### config.mk
export PLATFORM = sky130hd
export DESIGN_NAME = clk_tick_gen
export DESIGN_NICKNAME = d
export VERILOG_FILES = /design/src/rtl/clk_tick_gen.sv
export SDC_FILE = /design/constraint.sdc
export NUM_CORES = 1
export LEC_CHECK = 0
export ABC_AREA = 1
export BUFFER_PORTS_ARGS = -buffer_cell sky130_fd_sc_hd__buf_2
export CORE_ASPECT_RATIO = 0.75
export CORE_MARGIN = 2
export CORE_UTILIZATION = 50
export CTS_BUF_LIST = sky130_fd_sc_hd__clkbuf_8
export DETAILED_ROUTE_END_ITERATION = 8
export GPL_ROUTABILITY_DRIVEN = 0
export PLACE_DENSITY_LB_ADDON = 0.15
export SYNTH_ARGS = -nofsm -noshare
export SYNTH_HDL_FRONTEND = slang
export SYNTH_SLANG_ARGS = --single-unit
### constraint.sdc
create_clock -name CLK -period 2 [get_ports CLK]
set_clock_uncertainty 0.2 [all_clocks]
set_input_delay 0.3 -clock CLK [delete_from_list [all_inputs] [get_ports CLK]]
set_output_delay 0.3 -clock CLK [all_outputs]
set_load 0.02 [all_outputs]
### src/rtl/clk_tick_gen.sv
// 1 s count-enable prescaler plus synchronised, debounced push-button increment pulse.
// Define AUTO_REPEAT_EN to emit repeated increments while the button stays held.
module clk_tick_gen #(
    parameter int DIV_SEC = 50_000_000,
    parameter int DEB_CYC = 500_000,
    parameter int RPT_DLY = 25_000_000,
    parameter int RPT_PER = 10_000_000
) (
    input  logic CLK,
    input  logic RST,
    input  logic CLR,
    input  logic SET_MODE,
    input  logic BTN_IN,
    output logic SEC_EN,
    output logic INC,
    output logic BTN_LVL
);

    localparam int PC_W = (DIV_SEC > 2) ? $clog2(DIV_SEC) : 1;
    localparam int DC_W = (DEB_CYC > 1) ? $clog2(DEB_CYC) : 1;
    localparam logic [PC_W-1:0] PC_LAST = PC_W'(DIV_SEC - 1);
    localparam logic [DC_W-1:0] DC_LAST = DC_W'(DEB_CYC - 1);
    // Illegal parameter sets never produce increments.
    localparam bit PARAMS_OK = (DIV_SEC >= 2) && (DEB_CYC >= 1) && (RPT_DLY >= 1) && (RPT_PER >= 1);

    typedef enum logic [1:0] {IDLE, PRESS_CHK, HELD, REL_CHK} state_t;

    logic [PC_W-1:0] pc_q, pc_d;
    logic            sec_en_q, sec_en_d;
    logic            s1_q, s2_q;
    state_t          state_q, state_d;
    logic [DC_W-1:0] dc_q, dc_d;
    logic            lvl_q, lvl_d;
    logic            inc_q, inc_d;
    logic            press_evt;
    logic            press_any;

    always_comb begin
        pc_d     = pc_q + PC_W'(1);
        sec_en_d = 1'b0;
        if (CLR || SET_MODE) begin
            pc_d = '0;
        end else if (pc_q == PC_LAST) begin
            pc_d     = '0;
            sec_en_d = 1'b1;
        end
    end

    always_comb begin
        state_d   = state_q;
        dc_d      = dc_q;
        lvl_d     = lvl_q;
        press_evt = 1'b0;
        case (state_q)
            IDLE: begin
                if (s2_q) begin
                    state_d = PRESS_CHK;
                    dc_d    = '0;
                end
            end
            PRESS_CHK: begin
                if (!s2_q) begin
                    state_d = IDLE;
                    dc_d    = '0;
                end else if (dc_q == DC_LAST) begin
                    state_d   = HELD;
                    dc_d      = '0;
                    lvl_d     = 1'b1;
                    press_evt = 1'b1;
                end else begin
                    dc_d = dc_q + DC_W'(1);
                end
            end
            HELD: begin
                if (!s2_q) begin
                    state_d = REL_CHK;
                    dc_d    = '0;
                end
            end
            REL_CHK: begin
                // A bounce back to high resumes the hold without a new press event.
                if (s2_q) begin
                    state_d = HELD;
                    dc_d    = '0;
                end else if (dc_q == DC_LAST) begin
                    state_d = IDLE;
                    dc_d    = '0;
                    lvl_d   = 1'b0;
                end else begin
                    dc_d = dc_q + DC_W'(1);
                end
            end
            default: begin
                state_d = IDLE;
                dc_d    = '0;
            end
        endcase
    end

`ifdef AUTO_REPEAT_EN
    localparam int RPT_MAX = (RPT_DLY > RPT_PER) ? RPT_DLY : RPT_PER;
    localparam int RC_W    = (RPT_MAX > 1) ? $clog2(RPT_MAX) : 1;
    localparam logic [RC_W-1:0] RC_DLY_LAST = RC_W'(RPT_DLY - 1);
    localparam logic [RC_W-1:0] RC_PER_LAST = RC_W'(RPT_PER - 1);

    logic [RC_W-1:0] rc_q, rc_d;
    logic            rpt_armed_q, rpt_armed_d;
    logic            rpt_evt;

    // First repeat waits RPT_DLY after HELD entry, later ones RPT_PER apart.
    always_comb begin
        rc_d        = '0;
        rpt_armed_d = 1'b0;
        rpt_evt     = 1'b0;
        if (state_q == HELD && s2_q) begin
            rpt_armed_d = rpt_armed_q;
            if (rc_q == (rpt_armed_q ? RC_PER_LAST : RC_DLY_LAST)) begin
                rpt_evt     = 1'b1;
                rpt_armed_d = 1'b1;
            end else begin
                rc_d = rc_q + RC_W'(1);
            end
        end
    end

    always_ff @(posedge CLK) begin
        if (RST) begin
            rc_q        <= '0;
            rpt_armed_q <= 1'b0;
        end else begin
            rc_q        <= rc_d;
            rpt_armed_q <= rpt_armed_d;
        end
    end

    assign press_any = PARAMS_OK && (press_evt || rpt_evt);
`else
    assign press_any = PARAMS_OK && press_evt;
`endif

    assign inc_d = press_any && SET_MODE;

    always_ff @(posedge CLK) begin
        if (RST) begin
            pc_q     <= '0;
            sec_en_q <= 1'b0;
            s1_q     <= 1'b0;
            s2_q     <= 1'b0;
            state_q  <= IDLE;
            dc_q     <= '0;
            lvl_q    <= 1'b0;
            inc_q    <= 1'b0;
        end else begin
            pc_q     <= pc_d;
            sec_en_q <= sec_en_d;
            s1_q     <= BTN_IN;
            s2_q     <= s1_q;
            state_q  <= state_d;
            dc_q     <= dc_d;
            lvl_q    <= lvl_d;
            inc_q    <= inc_d;
        end
    end

    assign SEC_EN  = sec_en_q;
    assign INC     = inc_q;
    assign BTN_LVL = lvl_q;

endmodule

After elaboration in Yosys (flattened, before gate mapping)
Index checks and enable logic that the tools add are counted.

word-level totals
  register bits = 52
  bits of input ports = 5
  output and inout bits = 3
  logic and storage cells = 54

cells by class
  $add $sub $neg = 2
  equal/unequal tests = 13
  mux-type cells = 22
  reductions and logical operators = 9

operators with widths
  cell                     number
  $mux W19                 5
  $pmux W19 S4             1
  $add A26 B1 Y26 const B  1
  $eq A26 B26 Y1 const B   1
  $add A19 B1 Y19 const B  1
  $eq A19 B19 Y1 const B   1
  $mux W2                  6
  $ne A2 B2 Y1 const B     6
  $mux W1                  8
  $pmux W2 S4              1
  $ne A3 B3 Y1 const B     2
  $reduce_and A5 Y1        1
  $eq A2 B2 Y1 const B     2
  $reduce_and A4 Y1        1
  $reduce_or A3 Y1         1
  $eq A2 B1 Y1 const B     1
  $logic_not A2 Y1         1
  $pmux W1 S2              1
  $reduce_and A2 Y1        1
  $reduce_bool A2 Y1       1
  $reduce_or A2 Y1         1
  $logic_and A1 B1 Y1      1
  $logic_or A1 B1 Y1       1

Depth between registers and ports, before layout
  depth after elaboration = 5
  depth in mapped cells = 10
  mapped depth without buffers = 10

Worst setup path before layout
Ideal clock, no wire load.

  path type = register to register
  start = register dc_q[1]
  end = register dc_q[15]
  library setup time = 122 ps
  data arrival time = 1,356 ps
  data required time = 1,678 ps
  path slack = 322 ps
  cell stages (with the launch flop) = 10
  buffers on the path = 1
  clock period less this slack = 1,678 ps
  path through = dfxtp_1 -> ha_1 -> nand2_2 -> nor2_4 -> nand3_1 -> nor2_2 -> nor2_2 -> buf_6 -> o21ai_0 -> a21oi_1

between the ends
  word-level cells in the longest chain between the ends = 4
  elaborated cells between the ends (all ways) = 6
  classes of those cells = 1 x add/sub; 1 x eq/ne; 4 x mux

ends and longest elaborated chain
  element                                            line    source
  start, declared                                    32      logic [DC_W-1:0] dc_q, dc_d;
  start signal, assigned                             150     dc_q <= '0;
  start signal, assigned                             159     dc_q <= dc_d;
  $add A19 B1 Y19 or $eq A19 B19 Y1 (tied branches)  -
  $mux W19 *                                         65, 85
  $mux W19 (on tied branches)                        82, 62
  $pmux W19 S4 *                                     54      case (state_q)

Mark *: on every way between the ends. The rest lies on a longest branch, timed or not.
A chain may end at the register's enable or synchronous reset.

Worst setup path in the final report
  start = register pc_q[0]
  end = register pc_q[22]

between the ends
  word-level cells in the longest chain between the ends = 2
  elaborated cells between the ends (all ways) = 3
  classes of those cells = 1 x add/sub; 1 x eq/ne; 1 x reduce/logical

ends and longest elaborated chain
  element                                                  line  source
  start, declared                                          28    logic [PC_W-1:0] pc_q, pc_d;
  start signal, assigned                                   154   pc_q <= pc_d;
  branches (longest 2 deep; another with $add A26 B1 Y26)  -

Parallel ways; which one is timed is not known.

==> metrics.txt <==
cell depth of the worst min-delay path=3; Max rail drop VDD=0.000376 V; CTS tree=done; switching power=418 µW; post-synthesis sequential area ratio=0.370; RR Endpoint=pc_q[22]; Top Ports=8; Final nets=465; Routed WL=6410 µm; CTS H-tree lvls=2; TritonRoute pass-1 iters=5; syn avg cell area=6.38 µm²; R2R Setup Slk=0.16 ns; die width=90.6 µm; number of global-route vias before repair=2292; first-pass GRT wire length=10700 µm; Crit. Startpoint=pc_q[0]; gr usage total=0.213; number of CTS-inserted buffers=5; worst hold path type=in2reg; final hold viol count=0; max frequency=0.543 GHz; crit path max fanout=10; PD cells=561 nW/µm²; FF-to-FF path depth=9; Die H=69.0 µm; initial antenna violation count=0; Leak Pwr=0.00101 µW; mapped cell area=2810 µm²; Yosys reg bits=52; FF-to-FF Start=pc_q[0]; clock slew at reported path FFs=0.11 ns; final max-slew violation count=0; Req. time, crit path=2.00 ns; pin count of the biggest net entering global routing=18; Antenna diodes=0; initial drt markers=226; RSZ-0062 raised after global routing=no; combinational cell fraction of total power=0.029; Critical Path Source Type=flop; row cnt=23; switch share=0.242; Final ANT Viol Nets=0; Ys Warns=0; core footprint=5380 µm²; WL/cell=12.0 µm; root buf cell=clkbuf_8; outcome=finished clean; Synth top area share=0.370; hold_sp=SET_MODE; via count=2701; DP Wirelength=4840 µm; CP arrival=1.84 ns; max cap viols=0; Crit-path slowest cell=dfxtp_1; Placed Cells=524; Int Pwr=1310 µW; fin crit share=0.920; worst stage delay on the critical path=0.37 ns; layout cells sized above 1=0.0959; clk buf depth=2; most common cell after layout, fill and taps aside=nand2_1; area grow syn2layout=9.21%; Net Count, Synth=448; # DRC=0; Crit Path Category=reg2reg; Syn Inst Count=441; Clock Latency Late Sink=0.31 ns; min cycle time layout=1.84 ns; Synth area leader=dfxtp_1; fillers=555; critical path, cell by cell=ha_1 -> nand2_1 -> nor2_2 -> inv_1 -> nor2_2 -> nand4_1 -> nand2_2 -> buf_4 -> nor3_1; clock share of power=0.366; relative slew slack=0.696; initial cell density of the core=0.523; die area=6250 µm²; commonest cells after routing, fill and taps aside=nand2_1, nor2_1, inv_1, dfxtp_1, nand3_1; hold_ws=0.0169 ns; critical path endpoint category=flop; non-filler cells, final=534; Design Area, Final=3070 µm²; Sink Count=52; setup TNS=0 ns; Area contributors post-synth=dfxtp_1, nand2_1, nor2_1, inv_1, nand3_1; I/O Buffers=7; Worst Tran Pin Value=0.456 ns; grt total ovfl=0; Placement Cell Area=2950 µm²; vias per cell=5.06; Crit path top cell by count=nor2_2; Distinct cells, synth=25; WHS Endpoint=INC; register share of total power=0.604; Finish-stage setup viols=0
## final cells by class
cell class	instances	area (µm²)	area share
clock buffers	5	68.8	0.0224
clock inverters	3	22.5	0.00733
inverters	61	229	0.0745
multi-input cells	322	1510	0.491
flip-flops and latches	52	1040	0.339
well taps	75	93.8	0.0305
repair buffers	16	109	0.0354
## metrics by stage
| step | setup slack [ns] | util | power, µW |
|---|---|---|---|
| after floorplan | 0.322 | - | 1100 |
| after global placement | 0.123 | 0.548 | 1110 |
| after detailed placement | 0.0394 | 0.548 | 1110 |
| after CTS | 0.00250 | 0.566 | 1740 |
| after global routing | 0.00163 | 0.571 | 1780 |
| final | 0.159 | 0.571 | 1720 |
## synth_stat cells, drive strengths merged
cell type and number:
buf 5, a211oi 1, nor2 77, o211ai 1
xnor2 6, dfxtp 52, nand4 9, a31oi 1
nand3 32, inv 61, a21oi 28, xor2 4
nand2 125, ha 2, nor3 17, clkbuf 1
o21ai 17, nand3b 2
## registers in the layout (all words and copies together) (netlist names), named ones only
signal   count
s2_q         1
dc_q        19
s1_q         1
INC          1
pc_q        26
BTN_LVL      1
SEC_EN       1
state_q      1
## cells by family (layout without fill, tap and decap cells)
group | Yosys count | in the layout | share of synthesized area
flops | 52 | 52 | 0.370
fa+ha+maj | 2 | 2 | 0.00890
simple gates | 262 | 262 | 0.403
buf+inv | 67 | 85 | 0.0983
xor+xnor | 10 | 10 | 0.0311
compound gates | 48 | 48 | 0.0890
## power by group through the flow
stage / Combinational, µW / Clock (µW) / Sequential, µW
6_report: 50.3 / 631 / 1040
5_1_grt: 56.3 / 684 / 1040
4_1_cts: 49.5 / 652 / 1040
3_5_place_dp: 47.9 / 0 / 1070
3_3_place_gp: 48.0 / 0 / 1070
2_1_floorplan: 33.6 / 0 / 1060
## worst max-delay path, delay by kind of cell, from the launching register on
| family | cells | cell delay, ns |
|---|---|---|
| AND/OR/NAND/NOR | 6 | 0.72 |
| flip-flops | 1 | 0.37 |
| buffers and inverters | 2 | 0.24 |
| adder cells (fa/ha/maj) | 1 | 0.18 |
## how the worst max path moves through the flow
| stage | end | slack, ns | cells after the start |
|---|---|---|---|
| after floorplan | dc_q[15] | 0.32 | 9 |
| after global placement | dc_q[11] | 0.12 | 8 |
| after detailed placement | dc_q[11] | 0.04 | 8 |
| after CTS | dc_q[11] | 0.003 | 8 |
| after global routing | pc_q[18] | 0.002 | 9 |
| final | pc_q[22] | 0.16 | 9 |
## layer usage
layer / part of all wire / global-route usage / wire, µm
met5: 0 / 0 / 0
met4: 0.0042 / 0.0346 / 27
met3: 0.071 / 0.0359 / 456
met2: 0.38 / 0.306 / 2460
met1: 0.54 / 0.334 / 3460
## timing repair
action                                 4_1_cts  5_1_grt
setup endpoints to repair                    0       37
hold buffers                                 1        0
setup buffers                                0        1
endpoints found under the hold margin        1        0
resized for setup                            0        5
(Power assumes the default switching activity.)
